$ cat src/rtl/cpu_pkg.sv
// rtl/cpu_pkg.sv - shared CPU front-end defaults and the fetch state encoding
// Contents: ADDR_W_DEF / DATA_W_DEF parameter defaults, FETCH_CNT_W counter
// width, fetch_state_t FSM state enum.
package cpu_pkg;

    localparam int ADDR_W_DEF  = 16;
    localparam int DATA_W_DEF  = 16;
    localparam int FETCH_CNT_W = 16;

    typedef enum logic [2:0] {
        S_IDLE  = 3'd0,
        S_REQ   = 3'd1,
        S_WAIT  = 3'd2,
        S_DRAIN = 3'd3,
        S_HOLD  = 3'd4
    } fetch_state_t;

endpackage

$ cat src/rtl/fetch_unit.sv
// rtl/fetch_unit.sv - single-outstanding instruction fetch stage with instruction register
// Ports:
//   clk, rst            clock, synchronous active-low reset
//   pc, pc_advance      current pc in, one-cycle increment pulse out
//   flush               redirect, discards in-flight or held instruction
//   imem_req_*/addr     read request to instruction memory (valid/ready)
//   imem_rsp_*          read response (one pulse per accepted request)
//   out_*               instruction handoff to decode (valid/ready)
//   fetch_count         instructions delivered to decode, wrapping
module fetch_unit
    import cpu_pkg::*;
#(
    parameter int ADDR_W = ADDR_W_DEF,
    parameter int DATA_W = DATA_W_DEF
) (
    input  logic                   clk,
    input  logic                   rst,
    input  logic [ADDR_W-1:0]      pc,
    output logic                   pc_advance,
    input  logic                   flush,
    output logic                   imem_req_valid,
    input  logic                   imem_req_ready,
    output logic [ADDR_W-1:0]      imem_addr,
    input  logic                   imem_rsp_valid,
    input  logic [DATA_W-1:0]      imem_rsp_data,
    output logic                   out_valid,
    input  logic                   out_ready,
    output logic [DATA_W-1:0]      out_instr,
    output logic [ADDR_W-1:0]      out_pc,
    output logic [FETCH_CNT_W-1:0] fetch_count
);

    fetch_state_t            state, state_n;
    logic [ADDR_W-1:0]       fetch_pc;
    logic [DATA_W-1:0]       ir;
    logic [ADDR_W-1:0]       ir_pc;
    logic [FETCH_CNT_W-1:0]  count_q;
    logic                    latch_pc;
    logic                    load_ir;
    logic                    count_en;

    // The address tracks the pc input directly, so a redirect while the
    // request is still unaccepted retargets it without losing a cycle.
    assign imem_addr   = pc;
    assign out_instr   = ir;
    assign out_pc      = ir_pc;
    assign fetch_count = count_q;

    always_comb begin
        state_n        = state;
        imem_req_valid = 1'b0;
        pc_advance     = 1'b0;
        out_valid      = 1'b0;
        latch_pc       = 1'b0;
        load_ir        = 1'b0;
        count_en       = 1'b0;
        case (state)
            S_IDLE: begin
                state_n = S_REQ;
            end
            S_REQ: begin
                imem_req_valid = 1'b1;
                if (imem_req_ready) begin
                    latch_pc = 1'b1;
                    // An accepted request cannot be recalled; a flush in the
                    // same cycle must swallow its response instead.
                    state_n  = flush ? S_DRAIN : S_WAIT;
                end
            end
            S_WAIT: begin
                if (imem_rsp_valid) begin
                    if (flush) begin
                        state_n = S_REQ;
                    end else begin
                        pc_advance = 1'b1;
                        load_ir    = 1'b1;
                        state_n    = S_HOLD;
                    end
                end else if (flush) begin
                    state_n = S_DRAIN;
                end
            end
            S_DRAIN: begin
                if (imem_rsp_valid) begin
                    state_n = S_REQ;
                end
            end
            S_HOLD: begin
                out_valid = 1'b1;
                // Flush beats a simultaneous handshake: the held instruction
                // is on the wrong path and must not be counted.
                if (flush) begin
                    state_n = S_REQ;
                end else if (out_ready) begin
                    count_en = 1'b1;
                    state_n  = S_REQ;
                end
            end
            default: begin
                state_n = S_IDLE;
            end
        endcase
    end

    always_ff @(posedge clk) begin
        if (!rst) begin
            state    <= S_IDLE;
            fetch_pc <= '0;
            ir       <= '0;
            ir_pc    <= '0;
            count_q  <= '0;
        end else begin
            state <= state_n;
            if (latch_pc) begin
                fetch_pc <= pc;
            end
            if (load_ir) begin
                ir    <= imem_rsp_data;
                ir_pc <= fetch_pc;
            end
            if (count_en) begin
                count_q <= count_q + 1'b1;
            end
        end
    end

endmodule

$ cat config.mk
export PLATFORM = sky130hd
export DESIGN_NAME = fetch_unit
export DESIGN_NICKNAME = d
export VERILOG_FILES = /design/src/rtl/cpu_pkg.sv /design/src/rtl/fetch_unit.sv
export SDC_FILE = /design/constraint.sdc
export NUM_CORES = 1
export LEC_CHECK = 0
export ABC_AREA = 1
export CAP_MARGIN = 5
export CORE_ASPECT_RATIO = 0.5
export CORE_UTILIZATION = 44
export DETAILED_ROUTE_END_ITERATION = 12
export GPL_TIMING_DRIVEN = 1
export PLACE_DENSITY = 0.8
export SETUP_SLACK_MARGIN = 0.3
export SLEW_MARGIN = 20
export SYNTH_ARGS = -nofsm -noshare
export SYNTH_HDL_FRONTEND = slang
export SYNTH_SLANG_ARGS = --single-unit
$ cat constraint.sdc
create_clock -name clk -period 1.89 [get_ports clk]
set_clock_uncertainty 0.1 [all_clocks]
set_input_delay 0.189 -clock clk [delete_from_list [all_inputs] [get_ports clk]]
set_output_delay 0.189 -clock clk [all_outputs]
set_load 0.03 [all_outputs]
==> results.cfg <==
[timing]
tightest_slew_ps = 341
fin_setup_tns_ps = 0
period_needed_ps = 1570
final_hold_viol_count = 0
rsz0062_at_grt = yes
setup_ws_ps = 319
maxSlewViolCount = 0
setup_viol = 0
period_share = 0.831
slew-limit-headroom = 0.772
max_freq_ghz = 0.636

[power_and_ir_drop]
power_density_nw_per_um2 = 990
ir_worst_vdd_mv = 0.576
p_leak_nw = 1.99

[logic_synthesis]
ys_ff_latch = 67
syn_area_um2 = 2830
yosys.cell_types.count = 24
synthTopCellsByArea = dfxtp_1, nor2_1, o21ai_0
synth_warnings = 0
synth_fp_nets = 434
synth_top_cell_area_share = 0.475
synthCells = 395
avgSynthCellArea_um2 = 7.16
yosysSeqAreaShare = 0.475
netlist.top_cell.by_area = dfxtp_1

[status]
status = complete, no violations

[setup_path]
rrSetupSlack_ps = 430
cpMaxStageDelayCell = dfxtp_4
path_depth = 5
start_kind = flip-flop
path_cells = inv_1 > nor2_1 > nand2_1 > inv_2 > buf_2
critPathArrivalTime_ps = 1280
crit_path_end_kind = output port
r2r-end = fetch_count[6]
timing.rr.start = fetch_count[0]
reg2reg_depth = 6
max_stage_delay_ps = 360
crit_path_max_fanout = 3
cp-endpoint = imem_req_valid
worst-path-buf-inv = 3
cp_data_required_time_ps = 1600
crit_start = state[0]
crit_family = flip-flops
crit_type = reg -> out

[floorplan]
die-area_um2 = 6770
coreArea_um2 = 6130
die_x_um = 115
die-height_um = 58.7
io_pins = 105
rows = 20
start_util = 0.461

[routing]
drc_errors = 0
postRouteWirelength_um = 6820
ant_nets = 0
wl_per_cell_um = 11.7
num_vias = 2760
first_pass_iters = 4
vias_per_cell = 4.73
drt_iter0_drc = 225

[cts]
worstSkewPairLatency_ps = 330
cts_tree = built
postCtsHoldBufs = 0
cts-root-buf = clkbuf_16
cts_buffer_depth = 2
cts_made_buffers = 9
cts_sinks = 67
path_clk_slew_ps = 50
htree_num_levels = 3

[layout]
nFillCells = 546
fin_nets = 531
syn2layout_area_growth_pct = 44.5
final_cell_mix = nor2_1, dlygate4sd2_1, dfxtp_1
antennaDiodeCount = 0
design_area_um2 = 4090
stdcell_count = 584
final_common_cell = nor2_1
drive_above_1_share = 0.0927

[grt]
grt_usage = 0.222
gr-total-overflow = 0
grt_start_max_net_pins = 34
antenna_found_initial = 0
grt_pass1_wl_um = 11300
grt_pass1_vias = 2533

[place]
post_dp_cell_area_um2 = 3810
portBuffers = 104
gp_congestion = 0.903
dp_cells = 561
dp_hpwl_um = 4520
post-place-ws_ps = 146

[run]
drv_cap = 0

[worst_hold_path]
hold_class = in -> reg
-- kinds of logic after synthesis --
family / after synthesis / synth area share
AND/OR/NAND/NOR: 199 / 0.293
flip-flops: 67 / 0.475
AO/OA/AOI/OAI: 66 / 0.119
buffers and inverters: 62 / 0.110
adder cells (fa/ha/maj): 1 / 0.00443
-- timing repair --
| action | in CTS | in global routing |
|---|---|---|
| endpoints found under the setup margin | 67 | 58 |
| resized for setup | 78 | 11 |
| pin swaps | 3 | 2 |
| cloned | 0 | 0 |
| setup buffers | 5 | 3 |
-- area by class of cell --
type | count | area (um2) | area share
clock buffer | 12 | 246 | 0.0603
clock inverter | 3 | 15.0 | 0.00368
multi-input combinational | 266 | 1190 | 0.291
timing repair buffer | 117 | 1060 | 0.258
inverter | 31 | 121 | 0.0297
sequential | 67 | 1350 | 0.330
tap | 88 | 110 | 0.0270
-- layer usage --
| metal | share of wire | global-route usage | vias to the layer above |
|---|---|---|---|
| li1 | - | - | 1433 |
| met1 | 0.47 | 0.251 | 1249 |
| met2 | 0.47 | 0.380 | 62 |
| met3 | 0.038 | 0.0721 | 16 |
| met4 | 0.022 | 0.121 | 0 |
| met5 | 0 | 0 | - |
-- flip-flops by register name (all words and copies together), names as in the netlist --
| name | count |
|---|---|
| state | 3 |
| fetch_pc | 16 |
| out_pc | 16 |
| out_instr | 16 |
| fetch_count | 16 |
-- Yosys cell counts --
| cell | count |
|---|---|
| a21oi_1 | 8 |
| dfxtp_1 | 67 |
| clkbuf_1 | 8 |
| buf_4 | 17 |
| a211oi_1 | 1 |
| nor3_4 | 1 |
| buf_2 | 5 |
| nand2_2 | 1 |
| nand4_1 | 10 |
| nand2_1 | 45 |
| nor2_1 | 129 |
| nor2_2 | 2 |
| nor3b_1 | 1 |
| ha_1 | 1 |
| nand3_1 | 6 |
| nor2_4 | 2 |
| inv_2 | 3 |
| o211ai_1 | 1 |
| inv_1 | 28 |
| nand2_4 | 1 |
| buf_6 | 1 |
| o21ai_0 | 54 |
| nor3_1 | 1 |
| o21ai_1 | 2 |
-- tightest hold or removal path, stage by stage --
cell,delay (ps)
buf_2,200
nand2_1,100
nor2_1,30
-- how the worst min path moves through the flow --
stage | slack, ps | start | depth (start not counted) | end
after floorplan | 220 | imem_rsp_data[0] | 2 | out_instr[0]
after global placement | 350 | fetch_count[4] | 2 | fetch_count[4]
after detailed placement | 360 | fetch_count[4] | 2 | fetch_count[4]
after CTS | 140 | rst | 3 | fetch_count[15]
after global routing | 140 | rst | 3 | fetch_count[4]
final | 140 | rst | 3 | fetch_count[15]
-- metrics by stage --
| stage | total power, mW | hold slack [ps] | util |
|---|---|---|---|
| final | 4.04 | 139 | 0.666 |
| after global routing | 4.26 | 143 | 0.666 |
| after CTS | 4.06 | 137 | 0.660 |
| after detailed placement | 2.58 | 360 | 0.622 |
| after global placement | 2.56 | 354 | 0.622 |
| after floorplan | 2.26 | 224 | - |
-- where the power goes --
part           internal (mW)  switching [mW]
logic                  0.351           0.555
clock network          0.908           0.566
registers               1.58          0.0894
total                   2.83            1.21
Power figures use the tool's default switching activity.
